[src/rtl/rgb_pwm_ctrl.sv]
// Register-mapped sequencer for the iCE40 RGB LED driver: orders CURREN/RGBLEDEN power-up and
// power-down and generates three glitch-free PWM streams from shadowed duty registers.
module rgb_pwm_ctrl #(
    parameter int unsigned PWM_BITS      = 8,
    parameter int unsigned SETTLE_CYCLES = 16
) (
    input  logic        clk,
    input  logic        reset_n,
    input  logic        cs,
    input  logic        we,
    input  logic [1:0]  address,
    input  logic [31:0] write_data,
    output logic [31:0] read_data,
    output logic        ready,
    output logic        curren,
    output logic        rgbleden,
    output logic        rgb0_pwm,
    output logic        rgb1_pwm,
    output logic        rgb2_pwm
);

    localparam logic [PWM_BITS-1:0] PWM_MAX     = '1;
    localparam logic [15:0]         SETTLE_LAST = 16'(SETTLE_CYCLES - 1);

    typedef enum logic [1:0] {
        StIdle,
        StSettle,
        StRun,
        StShutdown
    } state_e;

    state_e                     state_q, state_d;
    logic                       ctrl_en_q, ctrl_en_d;
    logic [2:0][PWM_BITS-1:0]   duty_q, duty_d;
    logic [2:0][PWM_BITS-1:0]   shadow_q, shadow_d;
    logic [15:0]                settle_ctr_q, settle_ctr_d;
    logic [PWM_BITS-1:0]        pwm_ctr_q, pwm_ctr_d;
    logic                       curren_q, curren_d;
    logic                       rgbleden_q, rgbleden_d;
    logic [2:0]                 pwm_q, pwm_d;
    logic                       load_shadow;
    logic                       running;
    logic                       unused_wdata;

    assign running      = (state_q == StRun);
    assign ready        = cs;
    assign unused_wdata = ^write_data;

    assign curren   = curren_q;
    assign rgbleden = rgbleden_q;
    assign rgb0_pwm = pwm_q[0];
    assign rgb1_pwm = pwm_q[1];
    assign rgb2_pwm = pwm_q[2];

    // Register file writes; duty_d is also what the shadow load sees (write-through).
    always_comb begin
        ctrl_en_d = ctrl_en_q;
        duty_d    = duty_q;
        if (cs && we) begin
            case (address)
                2'd0:    ctrl_en_d = write_data[0];
                2'd1:    duty_d[0] = write_data[PWM_BITS-1:0];
                2'd2:    duty_d[1] = write_data[PWM_BITS-1:0];
                default: duty_d[2] = write_data[PWM_BITS-1:0];
            endcase
        end
    end

    always_comb begin
        read_data = '0;
        if (cs && !we) begin
            case (address)
                2'd0:    read_data = {30'b0, running, ctrl_en_q};
                2'd1:    read_data = 32'(duty_q[0]);
                2'd2:    read_data = 32'(duty_q[1]);
                default: read_data = 32'(duty_q[2]);
            endcase
        end
    end

    always_comb begin
        state_d      = state_q;
        settle_ctr_d = settle_ctr_q;
        pwm_ctr_d    = pwm_ctr_q;
        curren_d     = 1'b0;
        rgbleden_d   = 1'b0;
        load_shadow  = 1'b0;

        unique case (state_q)
            StIdle: begin
                settle_ctr_d = '0;
                pwm_ctr_d    = '0;
                if (ctrl_en_q) begin
                    state_d  = StSettle;
                    curren_d = 1'b1;
                end
            end
            StSettle: begin
                if (!ctrl_en_q) begin
                    state_d      = StIdle;
                    settle_ctr_d = '0;
                end else if (settle_ctr_q == SETTLE_LAST) begin
                    state_d      = StRun;
                    curren_d     = 1'b1;
                    rgbleden_d   = 1'b1;
                    settle_ctr_d = '0;
                    pwm_ctr_d    = '0;
                    load_shadow  = 1'b1;
                end else begin
                    curren_d     = 1'b1;
                    settle_ctr_d = settle_ctr_q + 16'd1;
                end
            end
            StRun: begin
                if (!ctrl_en_q) begin
                    // Drop RGBLEDEN and PWM first; CURREN follows one cycle later.
                    state_d   = StShutdown;
                    curren_d  = 1'b1;
                    pwm_ctr_d = '0;
                end else begin
                    curren_d    = 1'b1;
                    rgbleden_d  = 1'b1;
                    pwm_ctr_d   = pwm_ctr_q + PWM_BITS'(1);
                    load_shadow = (pwm_ctr_q == PWM_MAX);
                end
            end
            StShutdown: begin
                state_d = StIdle;
            end
            default: begin
                state_d = StIdle;
            end
        endcase
    end

    always_comb begin
        shadow_d = shadow_q;
        pwm_d    = '0;
        if (load_shadow) begin
            shadow_d = duty_d;
        end
        if (state_d == StRun) begin
            for (int i = 0; i < 3; i++) begin
                pwm_d[i] = (pwm_ctr_d < shadow_d[i]);
            end
        end
    end

    always_ff @(posedge clk or negedge reset_n) begin
        if (!reset_n) begin
            state_q      <= StIdle;
            ctrl_en_q    <= 1'b0;
            duty_q       <= '0;
            shadow_q     <= '0;
            settle_ctr_q <= '0;
            pwm_ctr_q    <= '0;
            curren_q     <= 1'b0;
            rgbleden_q   <= 1'b0;
            pwm_q        <= '0;
        end else begin
            state_q      <= state_d;
            ctrl_en_q    <= ctrl_en_d;
            duty_q       <= duty_d;
            shadow_q     <= shadow_d;
            settle_ctr_q <= settle_ctr_d;
            pwm_ctr_q    <= pwm_ctr_d;
            curren_q     <= curren_d;
            rgbleden_q   <= rgbleden_d;
            pwm_q        <= pwm_d;
        end
    end

endmodule

[config.mk]
export PLATFORM = sky130hd
export DESIGN_NAME = rgb_pwm_ctrl
export DESIGN_NICKNAME = d
export VERILOG_FILES = /design/src/rtl/rgb_pwm_ctrl.sv
export SDC_FILE = /design/constraint.sdc
export NUM_CORES = 1
export LEC_CHECK = 0
export ABC_CLOCK_PERIOD_IN_PS = 3500
export BUFFER_PORTS_ARGS = -buffer_cell sky130_fd_sc_hd__buf_2
export CORE_UTILIZATION = 55
export DETAILED_ROUTE_END_ITERATION = 8
export PLACE_DENSITY = 0.78
export RECOVER_POWER = 25
export SLEW_MARGIN = 20
export SYNTH_ARGS = -nofsm -noshare
export SYNTH_HDL_FRONTEND = slang
export SYNTH_SLANG_ARGS = --single-unit
[constraint.sdc]
create_clock -name clk -period 3.5 [get_ports clk]
set_input_delay 0.525 -clock clk [delete_from_list [all_inputs] [get_ports clk]]
set_output_delay 0.525 -clock clk [all_outputs]
set_load 0.01 [all_outputs]
Word-level counts from Yosys, hierarchy flattened
Index checks and enable logic that the tools add are counted.

cells by class
  $add $sub $neg = 2
  magnitude comparators = 3
  eq/ne operators = 8
  muxes and demuxes = 27
  reduce and logical (&&, ||, !) cells = 9

operators with widths
  operator                                        number
  2-to-1 mux 8 bit                                7
  2-to-1 mux 24 bit                               2
  one-hot mux 8 bit (3 select lines)              2
  2-to-1 mux 16 bit                               2
  one-hot mux 16 bit (2 select lines)             1
  less-than comparator 8 bit                      3
  adder 16 x 1 -> 16 bit, second input constant   1
  == test 16 x 4 -> 1 bit, second input constant  1
  adder 8 x 1 -> 8 bit, second input constant     1
  == test 2 bit, second input constant            4
  == test 8 bit, second input constant            1
  2-to-1 mux 2 bit                                4
  one-hot mux 2 bit (4 select lines)              1
  one-hot mux 1 bit (2 select lines)              3
  == test 2 x 1 -> 1 bit, second input constant   2
  zero test 2 bit                                 2
  2-to-1 mux 1 bit                                4
  2-to-1 mux 3 bit                                1
  OR reduction 3 bit                              1
  logical AND 1 bit                               2
  AND reduction 2 bit                             1
  nonzero test 2 bit                              1
  OR reduction 2 bit                              1
  zero test 1 bit                                 1

storage, ports and cells
  flip-flop bits (word level) = 80
  output and inout bits = 38
  word-level logic and storage cells = 62

Longest topological paths before layout
  word-level depth = 7
  depth in mapped cells = 15

Worst setup path after synthesis
OpenSTA, ideal clock, no wires.

  kind = register -> register
  from = reg state_q[0]
  to = reg pwm_q[0]
  library setup time = 94 ps
  data arrival time = 2781 ps
  data required time = 3406 ps
  setup slack = 626 ps
  stages on the path, launching flop included = 14
  buffers on the path = 2
  clock period less this slack = 2874 ps
  cell sequence = dfrtp_1 inv_1 ha_1 nand2_1 or4_1 clkbuf_1 o31ai_4 buf_2 o21ai_0 ha_1 and4_1 a21oi_1 nand2_1 a211oi_1

between the ends
  cells in the longest elaborated chain, start to end = 5
  elaborated cells on any way between the ends = 15
  those cells by class = 1 x order compare; 4 x eq/ne; 9 x mux; 1 x reduce/logical

RTL lines
  item                                                                     line      RTL
  start: declaration                                                       32        state_e state_q, state_d;
  start signal: assignment                                                 151       state_q <= StIdle;
  start signal: assignment                                                 161       state_q <= state_d;
  == test 2 bit (tied with other cells)                                    89        unique case (state_q)
  one-hot mux 1 bit (2 select lines) or 2-to-1 mux 2 bit (tied branches)   89, 99
  2-to-1 mux 24 bit or one-hot mux 2 bit (4 select lines) (tied branches)  139, 89
  less-than comparator 8 bit or == test 2 bit (tied branches)              144, 142
  2-to-1 mux 3 bit *                                                       142       if (state_d == StRun) begin
  via pwm_d[0]                                                             40        logic [2:0] pwm_q, pwm_d;
  end signal: assignment                                                   169       pwm_q <= pwm_d;
  end: declaration                                                         40

The timed path passes the listed nets; every way through them passes the cells marked *.
A chain may end at the register's enable or synchronous reset.

Final worst setup path
  from = reg state_q[1]
  to = reg pwm_q[1]

The elaborated chain is that of the path after synthesis.

==> results.json <==
{
  "antenna_found_initial": 0,
  "slew_headroom_pct": -29.94,
  "tritoncts.num_buffers": 9,
  "rsz0062_at_grt": "no",
  "setup_viol": 0,
  "dr.pass1.iters": 5,
  "drt-wirelength-per-cell_um": 15.91,
  "gp_congestion": 0.8263,
  "critical_path_class": "register to register",
  "clk_latency_ns": 0.35,
  "stdcell_area_sq_um": 5122,
  "max_freq_mhz": 308.3,
  "synth_cells": 490,
  "place_area_sq_um": 4898,
  "status": "finished with violations",
  "track_usage_pct": 24.56,
  "route.detailed.drc": 0,
  "die_h_um": 94.17,
  "worstRegToRegCells": 14,
  "core_area_sq_um": 8217,
  "drtIter0Drc": 203,
  "row_count": 33,
  "hold_viol_final": 0,
  "cp_max_fo": 63,
  "routed_wl_um": 10100,
  "grt_max_degree": 81,
  "fin_nets": 590,
  "ios": 76,
  "synthArstFlopShare_pct": 100.0,
  "vias": 3674,
  "p_total_uw": 2432,
  "viasPerCell": 5.786,
  "hold_buffers": 0,
  "tns_ns": 0,
  "ys_warn_count": 0,
  "yosysUniqueCellTypes": 46,
  "worst_slew_pin_slew_ns": 1.949,
  "hold_ws_ns": 0.4326,
  "dp_hpwl_um": 7165,
  "final_cell_mix": "dfrtp_1 (80), o21ai_0 (56), nand2_1 (55), inv_1 (33), ha_1 (27)",
  "cts.sinks": 80,
  "fin_util_pct": 62.34,
  "dieWidth_um": 94.17,
  "drive_gt1_share_pct": 14.53,
  "worst_setup_path_start_kind": "register",
  "crit_chain": "inv_1, ha_1, nand3_1, or4_1, o31ai_4, buf_12, nand2_1, o21ai_0, ha_1, a21oi_1, nor2b_1, o21ai_0, nand2_1, a211oi_1",
  "io_buffer_count": 27,
  "slowest_delay_ns": 0.50,
  "cts_tree": "yes",
  "powerDensity_nw_per_um2": 474.7,
  "period_share_pct": 92.68,
  "htreeDepth": 3,
  "cts_buffer_depth": 2,
  "cellLeakagePower_uw": 0.002509,
  "grt.overflow.total": 0,
  "dieArea_sq_um": 8867,
  "layout_commonest_cell": "dfrtp_1",
  "area_delta_synth_final_pct": 9.641,
  "synth_edf_count": 0,
  "whs_path_depth": 3,
  "synth_seq_cells": 80,
  "end_kind": "register",
  "ys.flop_type": "dfrtp_1",
  "grt_pass1_vias": 3507,
  "min_path_type": "input port to register",
  "initial_core_util_pct": 56.86,
  "grt_pass1_wl_um": 16640,
  "cp.required_ns": 3.74,
  "finClkSkew_ns": 0.01037,
  "violations": "max-capacitance violations, max-slew violations",
  "n_antenna_cell": 0,
  "ir_drop_mv": 0.2483,
  "arrival_ns": 3.48,
  "syn_area_sq_um": 4672,
  "route.antenna.remaining_nets": 0,
  "drv_cap": 1,
  "cts_root_buf": "clkbuf_8",
  "seq_area_frac_synth_pct": 42.85,
  "syn_avg_cell_area_sq_um": 9.535,
  "slowest_stage": "or4_1",
  "clkTransAtPathRegs_ns": 0.08,
  "maxSlewViolCount": 81,
  "period_minus_slack_ns": 3.244
}
-- worst paths after layout --
path,slack [ns],to,from
worst max register to register,0.26,pwm_q[1]$_DFF_PN0_,state_q[1]$_DFF_PN0_
worst min-delay path,0.43,ctrl_en_q$_DFFE_PN0P_,write_data[0]
max in group asynchronous,1.64,pwm_ctr_q[7]$_DFF_PN0_,reset_n
min in group asynchronous,0.72,duty_q[1]$_DFF_PN0_,reset_n
worst max-delay path,0.26,pwm_q[1]$_DFF_PN0_,state_q[1]$_DFF_PN0_
worst min register to register,0.49,shadow_q[6]$_DFF_PN0_,shadow_q[6]$_DFF_PN0_
-- area by class of cell --
type	count	area [sq um]
inverters	33	123.9
clock buffers	11	141.4
repair buffers	44	275.3
multi-input cells	357	2369
well taps	105	131.4
fillers	690	3094
clock inverters	5	80.08
flip-flops and latches	80	2002
-- cell families (layout without fill, tap and decap cells) --
family,Yosys count,after routing,synth area share [%]
AO/OA/AOI/OAI,142,142,19.31
adder cells (fa/ha/maj),27,27,7.231
buffers and inverters,76,93,8.409
flip-flops,80,80,42.85
multiplexers,32,32,7.633
other,1,24,0.08027
AND/OR/NAND/NOR,132,132,14.49
-- per-stage QoR --
step                instances  worst slack, ns
global placement          619           0.3313
finish                    635           0.2561
global route              635        0.0005631
detailed placement        619           0.2780
floorplan                 513           0.6255
CTS                       635           0.2163
-- cell usage after synthesis, types with 2 or more instances --
cell      instances  area share, %
a211oi_1          3           0.48
a21o_1            2           0.32
a21oi_1          13            1.4
a22oi_1           6           0.96
a31oi_1           6           0.80
a41oi_1           2           0.38
and3_1            2           0.27
and4_1            3           0.56
buf_1             2           0.16
buf_2             5           0.54
buf_4            27            4.3
clkbuf_1          9           0.72
dfrtp_1          80             43
ha_1             27            7.2
inv_1            33            2.7
mux2_2            9            2.2
mux2i_1          21            4.5
mux4_2            2           0.96
nand2_1          55            4.4
nand2b_1          2           0.27
nand3_1           8           0.86
nand3b_1          2           0.32
nand4_1           7           0.94
nand4b_1          2           0.38
nor2_1           25            2.0
nor2b_1           8            1.1
nor3_1            5           0.54
nor4_1            5           0.67
nor4_4            3            1.4
o211ai_1          7            1.1
o21a_1           25            4.0
o21ai_0          57            6.1
o22ai_1           2           0.27
o31a_1            2           0.38
o31ai_1          12            1.9
-- layer usage --
layer	up-vias	global-route usage [%]	part of all wire, %
li1	1783	-	-
met1	1783	32.53	45
met2	84	39.19	49
met3	24	4.045	3.6
met4	0	11.54	2.6
met5	-	0	0
-- flip-flops by register name (all words and copies together), names as in the netlist --
register / cells
duty_q: 24
shadow_q: 24
settle_ctr_q: 16
pwm_ctr_q: 8
pwm_q: 3
state_q: 2
ctrl_en_q: 1
curren: 1
rgbleden: 1
-- what timing repair did --
action / in CTS / in global routing
setup buffers: 0 / 0
resized for setup: 0 / 2
endpoints found under the setup margin: 0 / 2
-- power by group --
group	switching, uW	internal [uW]
Clock	338	420
Sequential	58.6	1020
Combinational	383	216
Total	780	1650
-- critical path, delay by kind of cell (launching register included) --
family / cells / cell delay (ns)
buffers and inverters: 2 / 0.36
AND/OR/NAND/NOR: 5 / 0.84
AO/OA/AOI/OAI: 5 / 0.83
flip-flops: 1 / 0.45
adder cells (fa/ha/maj): 2 / 0.62
Power figures use the tool's default switching activity.
